File: src/rtl/serial_chain_shifter.sv
// serial_chain_shifter: streams a parallel frame into daisy-chained shift registers, then pulses the latch
module serial_chain_shifter #(
  parameter int WIDTH = 8,
  parameter int WORDS = 2,
  parameter bit LSB_FIRST = 1'b0,
  parameter int LATCH_TICKS = 1
) (
  input  logic                     i_clk,
  input  logic                     i_reset_n,
  input  logic                     i_clk_stb,
  input  logic                     i_start_stb,
  input  logic [WIDTH*WORDS-1:0]   i_parallel_data,
  output logic                     o_busy,
  output logic                     o_pending,
  output logic                     o_done_stb,
  output logic                     o_serial_data,
  output logic                     o_serial_clk,
  output logic                     o_serial_latch
);
  localparam int N = WIDTH * WORDS;
  localparam int CW = $clog2(2 * N + 1);
  localparam logic [CW-1:0] LAST = CW'(2 * N - 1);
  localparam logic [CW-1:0] HOLD = CW'(LATCH_TICKS - 1);
  typedef enum logic [1:0] {IDLE, LOAD, SHIFT, LATCH} state_t;
  state_t state, state_nxt;
  logic [N-1:0] ord, shreg, pend_buf, shifted;
  logic [CW-1:0] cnt;
  logic pending, last_bit, latch_end, load_new, load_pend, store_pend;
  // frames are reordered on capture so the shift register always emits its MSB first
  for (genvar i = 0; i < N; i++) begin : g_ord
    assign ord[N-1-i] = i_parallel_data[(WORDS-1-i/WIDTH)*WIDTH + (LSB_FIRST ? i%WIDTH : WIDTH-1-i%WIDTH)];
  end
  assign shifted = shreg << 1;
  assign last_bit = state == SHIFT && i_clk_stb && o_serial_clk && cnt == LAST;
  assign latch_end = state == LATCH && i_clk_stb && o_serial_latch && cnt == HOLD;
  assign o_busy = state != IDLE;
  assign o_pending = pending;
  // next state and frame hand-off; a start on the closing strobe with an empty buffer becomes the next frame
  always_comb begin
    state_nxt = state;
    load_new = 1'b0;
    load_pend = 1'b0;
    store_pend = state != IDLE && i_start_stb && !pending && !latch_end;
    case (state)
      IDLE: begin
        load_new = i_start_stb;
        state_nxt = i_start_stb ? LOAD : IDLE;
      end
      LOAD: state_nxt = SHIFT;
      SHIFT: state_nxt = last_bit ? LATCH : SHIFT;
      LATCH: if (latch_end) begin
        load_pend = pending;
        load_new = !pending && i_start_stb;
        state_nxt = (pending || i_start_stb) ? LOAD : IDLE;
      end
      default: state_nxt = IDLE;
    endcase
  end
  // state register
  always_ff @(posedge i_clk or negedge i_reset_n) begin
    if (!i_reset_n) state <= IDLE;
    else state <= state_nxt;
  end
  // one-deep pending frame buffer
  always_ff @(posedge i_clk or negedge i_reset_n) begin
    if (!i_reset_n) begin
      pending <= 1'b0;
      pend_buf <= '0;
    end else if (load_pend) begin
      pending <= 1'b0;
    end else if (store_pend) begin
      pending <= 1'b1;
      pend_buf <= ord;
    end
  end
  // serial datapath: data moves only on the falling toggle, latch counts strobes after the last bit
  always_ff @(posedge i_clk or negedge i_reset_n) begin
    if (!i_reset_n) begin
      shreg <= '0;
      cnt <= '0;
      o_serial_clk <= 1'b0;
      o_serial_data <= 1'b0;
      o_serial_latch <= 1'b0;
      o_done_stb <= 1'b0;
    end else begin
      o_done_stb <= latch_end;
      if (load_new) shreg <= ord;
      else if (load_pend) shreg <= pend_buf;
      case (state)
        LOAD: begin
          o_serial_clk <= 1'b0;
          o_serial_data <= shreg[N-1];
          cnt <= '0;
        end
        SHIFT: if (i_clk_stb) begin
          o_serial_clk <= !o_serial_clk;
          cnt <= last_bit ? '0 : cnt + 1'b1;
          if (o_serial_clk) begin
            shreg <= shifted;
            o_serial_data <= last_bit ? 1'b0 : shifted[N-1];
          end
        end
        LATCH: if (i_clk_stb) begin
          o_serial_latch <= !latch_end;
          cnt <= (o_serial_latch && !latch_end) ? cnt + 1'b1 : '0;
        end
        default: ;
      endcase
    end
  end
endmodule

File: config.mk
export PLATFORM = sky130hd
export DESIGN_NAME = serial_chain_shifter
export DESIGN_NICKNAME = d
export VERILOG_FILES = /design/src/rtl/serial_chain_shifter.sv
export SDC_FILE = /design/constraint.sdc
export NUM_CORES = 1
export LEC_CHECK = 0
export ABC_CLOCK_PERIOD_IN_PS = 2480
export CAP_MARGIN = 0
export CELL_PAD_IN_SITES_DETAIL_PLACEMENT = 1
export CELL_PAD_IN_SITES_GLOBAL_PLACEMENT = 2
export CORE_MARGIN = 1.5
export CORE_UTILIZATION = 37
export CTS_CLUSTER_DIAMETER = 150
export DETAILED_ROUTE_END_ITERATION = 8
export PLACE_DENSITY = 0.79
export SYNTH_ARGS = -nofsm -noshare
export SYNTH_HDL_FRONTEND = slang
export SYNTH_SLANG_ARGS = --single-unit
File: constraint.sdc
create_clock -name i_clk -period 2.48 [get_ports i_clk]
set_input_delay 0.372 -clock i_clk [delete_from_list [all_inputs] [get_ports i_clk]]
set_output_delay 0.372 -clock i_clk [all_outputs]
set_load 0.02 [all_outputs]
Word-level counts from Yosys, hierarchy flattened
Index checks and enable logic that the tools add are counted.

Add/subtract/negate cells: 1. Multiply operators: 0. Divide/modulo/power cells: 0. Order comparisons: 0. Equality and inequality tests: 8. Shift operators: 0. Multiplexer cells: 27. Bitwise logic cells: 1. Reduce and logical (&&, ||, !) cells: 26.

Operator list (number): 16-bit 2-to-1 mux (5); 6-bit 2-to-1 mux (4); 6-bit case mux with 3 select lines (1); 1-bit 2-to-1 mux (12); 1-bit logical AND (11); 2-bit inequality test, second input constant (4); 2-bit case mux with 4 select lines (1); 6-bit by 1-bit adder with 6-bit output, second input constant (1); 6-bit by 5-bit equality test with 1-bit output, second input constant (1); 6-bit logical NOT (1); 1-bit case mux with 2 select lines (3); 2-bit AND reduction (3); 3-bit AND reduction (2); 2-bit nonzero test (3); 2-bit equality test, second input constant (2); 1-bit logical NOT (3); 3-bit nonzero test (1); 2-bit by 1-bit equality test with 1-bit output, second input constant (1); 2-bit logical NOT (1); 2-bit 2-to-1 mux (1); 1-bit logical OR (1); 1-bit inverter (1).

Register bits after elaboration: 45. Bits in latches: 0. RAM bits: 0. Bits in read-only memories: 0. Output and inout port bits: 6. Memories kept: 0.

Logic depth before layout (Yosys ltp)
Gate-level depths: netlist of the first run.

Depth after elaboration: 11. Gate-level depth with buffers: 8. Depth with buffers taken out: 6.

Least setup slack after synthesis of the first run
No wires, ideal clock.

Path type: reg2reg. Start: reg state[1]. End: reg shreg[10]. Setup time: 87 ps. Data arrival time: 1802 ps. Required time: 2393 ps. Slack: 590 ps. Stages on the path, launching flop included: 8. Clock period less this slack: 1890 ps. Path through: dfrtp_1 -> inv_1 -> ha_1 -> and3b_1 -> a31oi_2 -> clkbuf_1 -> nor3_1 -> a211oi_2.

Longest elaborated chain between the ends: 11. Elaborated cells between the ends (all ways): 15. Classes of those cells: 2 x eq/ne; 9 x mux; 4 x reduce/logical.

Ends and longest elaborated chain: from (decl) (line 25) `state_t state, state_nxt;`; from (signal assigned) (line 62) `else state <= state_nxt;`; 2-bit equality test (line 35, 44); 1-bit logical AND (3 in series) (line 35) `assign latch_end = state == LATCH && i_clk_stb && o_serial_latch && cnt == HOLD;`; 1-bit 2-to-1 mux (line 51) `LATCH: if (latch_end) begin`; 1-bit 2-to-1 mux (line 44) `case (state)`; 16-bit 2-to-1 mux (line 88) `else if (load_pend) shreg <= pend_buf;`; 16-bit 2-to-1 mux (line 87) `if (load_new) shreg <= ord;`; 16-bit 2-to-1 mux (line 98) `if (o_serial_clk) begin`; 16-bit 2-to-1 mux (line 95) `SHIFT: if (i_clk_stb) begin`; 16-bit 2-to-1 mux (*) (line 89) `case (state)`; to (signal assigned) (line 87); to (signal assigned) (line 88); to (signal assigned) (line 99) `shreg <= shifted;`; to (decl) (line 26) `logic [N-1:0] ord, shreg, pend_buf, shifted;`.

Every way passes the cells marked *; elsewhere a longest branch is shown, timed or not. A chain may end at the register's enable or synchronous reset.

Final worst setup path of the first run
Start: reg state[1]. End: out o_busy.

Longest elaborated chain between the ends: 1.

Ends and longest elaborated chain: 2-bit nonzero test (line 36) `assign o_busy = state != IDLE;`; to (decl) (line 13) `output logic o_busy,`.

No other way between the ends.

==> report_table.html, run 1 <==
<table>
<tr><th>Metric</th><th>Value</th></tr>
<tr><th colspan="2">GRT</th></tr>
<tr><td>Antenna violations before repair</td><td>0</td></tr>
<tr><td>Vias in the first global route</td><td>a little over 2000</td></tr>
<tr><td>Gr ovfl total</td><td>0</td></tr>
<tr><td>Largest net degree at the start of global routing</td><td>33</td></tr>
<tr><td>Wire length of the first global-routing pass</td><td>10.2 mm</td></tr>
<tr><td>Gr usage total</td><td>17.8%</td></tr>
<tr><th colspan="2">CTS</th></tr>
<tr><td>Clock tree from TritonCTS</td><td>yes</td></tr>
<tr><td>Clock transition at the register clock pins on the worst setup and hold paths after CTS</td><td>0.09 ns</td></tr>
<tr><td>Post-CTS Resized</td><td>0</td></tr>
<tr><td>Number of buffers added by the clock tree synthesis step</td><td>5</td></tr>
<tr><td>Number of hold-repair buffers added at the cts stage</td><td>1</td></tr>
<tr><td>Source-to-sink clock delay at the later pin of the worst-skew pair</td><td>0.29 ns</td></tr>
<tr><td>H-tree depth</td><td>2</td></tr>
<tr><td># clock sinks</td><td>45</td></tr>
<tr><td>CTS Root Buffer Type</td><td>clkbuf_8</td></tr>
<tr><td>Post CTS Setup Buffer Count</td><td>0</td></tr>
<tr><td>Max Root-Sink Buffers</td><td>2</td></tr>
<tr><th colspan="2">Floorplanning</th></tr>
<tr><td>Core area</td><td>6420 um2</td></tr>
<tr><td>Die X-Extent</td><td>85.0 um</td></tr>
<tr><td>Starting Density</td><td>just under 40%</td></tr>
<tr><td>Row Count</td><td>29</td></tr>
<tr><td>Number of I/O pins</td><td>26</td></tr>
<tr><td>Floorplan die height</td><td>85.0 um</td></tr>
<tr><td>Total die area</td><td>7230 um2</td></tr>
<tr><th colspan="2">Layout</th></tr>
<tr><td>Synth-to-layout area growth</td><td>19.3%</td></tr>
<tr><td>Number of nets in the finished design</td><td>between 200 and 300</td></tr>
<tr><td>Filler-free cell count of the finished design</td><td>343</td></tr>
<tr><td>Number of diodes added for antenna fixing</td><td>0</td></tr>
<tr><td>Leading cell type in the layout, fill and taps excluded</td><td>dfrtp_1</td></tr>
<tr><td>Most frequent cells in the layout</td><td>45 x dfrtp_1, 24 x inv_1, 24 x clkdlybuf4s50_1</td></tr>
<tr><td>Share of layout cells above drive strength 1</td><td>19.9%</td></tr>
<tr><th colspan="2">Run status</th></tr>
<tr><td>Result of the run</td><td>finished with violations</td></tr>
<tr><td>Failing checks</td><td>design-rule violations</td></tr>
<tr><th colspan="2">Place</th></tr>
<tr><td>IO buf count</td><td>25</td></tr>
<tr><td>Final HPWL DP</td><td>4.22 mm</td></tr>
<tr><td>Worst slack after detailed placement</td><td>0.312 ns</td></tr>
<tr><td>Gpl congestion</td><td>about 0.7</td></tr>
<tr><td>Dpl cells</td><td>334</td></tr>
<tr><th colspan="2">Pwr</th></tr>
<tr><td>Clk network pwr share</td><td>18.1%</td></tr>
<tr><td>Gate power share</td><td>about 44%</td></tr>
<tr><td>Cell internal power dissipation</td><td>1.95 mW</td></tr>
<tr><td>Net switching power figure</td><td>1.15 mW</td></tr>
<tr><td>Portion of total power attributed to sequential cells</td><td>38.1%</td></tr>
<tr><td>Highest ir drop seen on vdd</td><td>0.572 mV</td></tr>
<tr><td>Areal power density over the cells</td><td>between 1000 and 1500 nW/um2</td></tr>
<tr><td>Total Power</td><td>3.10 mW</td></tr>
<tr><td>Share of total power consumed by net switching</td><td>a little under two fifths</td></tr>
<tr><td>Leakage power of the design</td><td>1.32 nW</td></tr>
<tr><th colspan="2">STA</th></tr>
<tr><td>Slew Viols, Final</td><td>0</td></tr>
<tr><td>Final critical-path required period</td><td>2.18 ns</td></tr>
<tr><td>Worst relative slew slack</td><td>roughly two thirds</td></tr>
<tr><td>Aggregate negative setup slack</td><td>0 ns</td></tr>
<tr><td>Hold violation total from the final report</td><td>0</td></tr>
<tr><td>Period Utilization, post-route</td><td>between 80% and 90%</td></tr>
<tr><td>Highest Clock Rate</td><td>459 MHz</td></tr>
<tr><td>Worst-case clock skew</td><td>between 0.007 and 0.008 ns</td></tr>
<tr><td>Slew @ Worst Pin</td><td>0.524 ns</td></tr>
<tr><td>Minimum setup slack in the final design</td><td>0.302 ns</td></tr>
<tr><td>Setup violators final</td><td>0</td></tr>
<tr><td>RSZ-0062 raised after global routing</td><td>false</td></tr>
<tr><td>Final hold slack</td><td>0.505 ns</td></tr>
<tr><th colspan="2">Detailed routing</th></tr>
<tr><td>Initial detailed-routing violation count</td><td>89</td></tr>
<tr><td>Post-DR vias/cell</td><td>5.52</td></tr>
<tr><td>Post-Route WL</td><td>5.91 mm</td></tr>
<tr><td>Vias</td><td>between 1500 and 2000</td></tr>
<tr><td>Average routed wire per standard cell</td><td>17.2 um</td></tr>
<tr><td>Number of iterations in the first detailed-routing pass</td><td>6</td></tr>
<tr><td>Antenna viol nets, final</td><td>0</td></tr>
<tr><td># DRC</td><td>1</td></tr>
<tr><th colspan="2">Yosys</th></tr>
<tr><td>Share of flip-flops with an asynchronous set or reset</td><td>100%</td></tr>
<tr><td>Number of enable-type register cells in the synthesized netlist</td><td>0</td></tr>
<tr><td>Top cells by area, synth</td><td>dfrtp_1 45%, mux2_2 6.8%, o221a_1 6.8%, a21oi_1 4.0%, inv_1 3.6%</td></tr>
<tr><td>Ys Warns</td><td>0</td></tr>
<tr><td>Synthesized flop and latch total</td><td>45</td></tr>
<tr><td>Share of Yosys cell area claimed by the top area cell type</td><td>45.2%</td></tr>
<tr><td>Cell type with the highest aggregate area in the netlist</td><td>dfrtp_1</td></tr>
<tr><td>Synth Flop Type</td><td>dfrtp_1</td></tr>
<tr><td>Average cell area after synthesis</td><td>roughly 11 um2</td></tr>
<tr><td>Number of distinct standard cells referenced by the synthesized netlist</td><td>43</td></tr>
<tr><td>Post-Syn Instances</td><td>232</td></tr>
<tr><td>Post-synth design cell area</td><td>2490 um2</td></tr>
<tr><td>Post-synth net total</td><td>259</td></tr>
<tr><td>Sequential fraction of the synthesis area</td><td>45.2%</td></tr>
<tr><th colspan="2">Min path</th></tr>
<tr><td>Type of the worst min-delay path</td><td>in2async</td></tr>
<tr><th colspan="2">Worst setup path</th></tr>
<tr><td>Number of cells on the worst reg-to-reg path</td><td>6</td></tr>
<tr><td>Worst r2r dst</td><td>cnt[5]</td></tr>
<tr><td>Arrival time at the worst endpoint</td><td>1.81 ns</td></tr>
<tr><td>Register-to-register path setup slack</td><td>0.39 ns</td></tr>
<tr><td>Worst R2R Start</td><td>state[0]</td></tr>
<tr><td>Required time reported for the critical path endpoint</td><td>2.11 ns</td></tr>
<tr><td>Category of the worst setup path capture point</td><td>output pin</td></tr>
<tr><td>Maximum fanout along the worst path</td><td>5</td></tr>
<tr><td>Kind of critical path</td><td>reg2out</td></tr>
<tr><td>Startpoint type of the worst setup path</td><td>flip-flop</td></tr>
<tr><th colspan="2">Job</th></tr>
<tr><td># Max-Cap Violations</td><td>0</td></tr>
</table>
==> synth_stat cells, types with 2 or more instances <==
library cell,instances
a211oi_1,7
o21ai_0,6
inv_1,24
nor3_1,16
o221a_1,15
buf_4,3
and3_1,2
nor2_1,3
mux2_1,2
a21oi_1,20
a211oi_2,7
ha_1,7
o211ai_1,2
o22ai_1,2
nand3_1,4
clkbuf_1,4
nand2_1,14
mux2_2,15
nor2b_1,2
mux2i_1,3
buf_2,5
o311ai_1,2
buf_6,3
dfrtp_1,45
==> per-stage QoR <==
step	instance area (um2)	utilization (%)
6_report	2970	46.2
5_1_grt	2970	46.2
4_1_cts	2970	46.2
3_5_place_dp	2850	44.3
3_3_place_gp	2850	44.3
2_1_floorplan	2490	-
==> how the worst max path moves through the flow <==
stage	startpoint	depth (start not counted)	slack [ns]	to
2_1_floorplan	state[1]	7	0.59	shreg[10]
5_1_grt	state[0]	7	0.21	shreg[2]
3_5_place_dp	i_clk_stb	5	0.31	cnt[2]
6_report	state[1]	4	0.30	o_busy
3_3_place_gp	i_clk_stb	5	0.34	cnt[5]
4_1_cts	state[0]	4	0.28	o_busy
==> area by class of cell <==
cell class	instances	area, um2
Multi-Input combinational cell	148	1180
Inverter	24	90.1
Clock inverter	2	38.8
Fill cell	699	3450
Timing Repair Buffer	41	368
Tap cell	77	96.3
Sequential cell	45	1130
Clock buffer	6	72.6
==> routing by layer <==
metal	GRT usage [%]	wire length [um]	vias to the layer above	share of wire (%)
met2	30.4	2950	23	50
li1	-	-	912	-
met5	0	0	-	0
met1	23.7	2750	955	47
met3	2.82	165	5	2.8
met4	4.02	45	0	0.76
==> registers in the layout, summed over array words and instances, names as in the netlist <==
name,cells
o_serial_data,1
o_serial_latch,1
pend_buf,16
shreg,16
o_serial_clk,1
o_done_stb,1
o_pending,1
state,2
cnt,6
==> power by group through the flow <==
stage	registers [mW]	logic [mW]	clock network (mW)
floorplan	1.17	0.956	0
global placement	1.19	1.34	0
detailed placement	1.19	1.37	0
CTS	1.18	1.38	0.588
global route	1.21	1.51	0.609
finish	1.18	1.35	0.561
==> critical path, stage by stage, from the launching register on <==
cell and delay, ns:
dfrtp_1 0.44, inv_1 0.11, ha_1 0.21, inv_1 0.13, clkdlybuf4s50_1 0.62
==> cells by family after synthesis <==
family	Yosys count	share of synthesized area, %
adders and majority gates	7	3.52
muxes	20	8.90
DFF	45	45.2
and+or+nand+nor	53	12.9
AOI/OAI and AO/OA	68	21.9
buffers and inverters	39	7.49
No activity file was read; power rests on OpenSTA's default activity.
==> run 2, diff against run 1 <==
HOLD_SLACK_MARGIN = 0.02   (was not set)
SKIP_LAST_GASP = 1   (was not set)
==> results of run 2 <==
The final DEF is identical to that of run 1; final timing and power are the same.
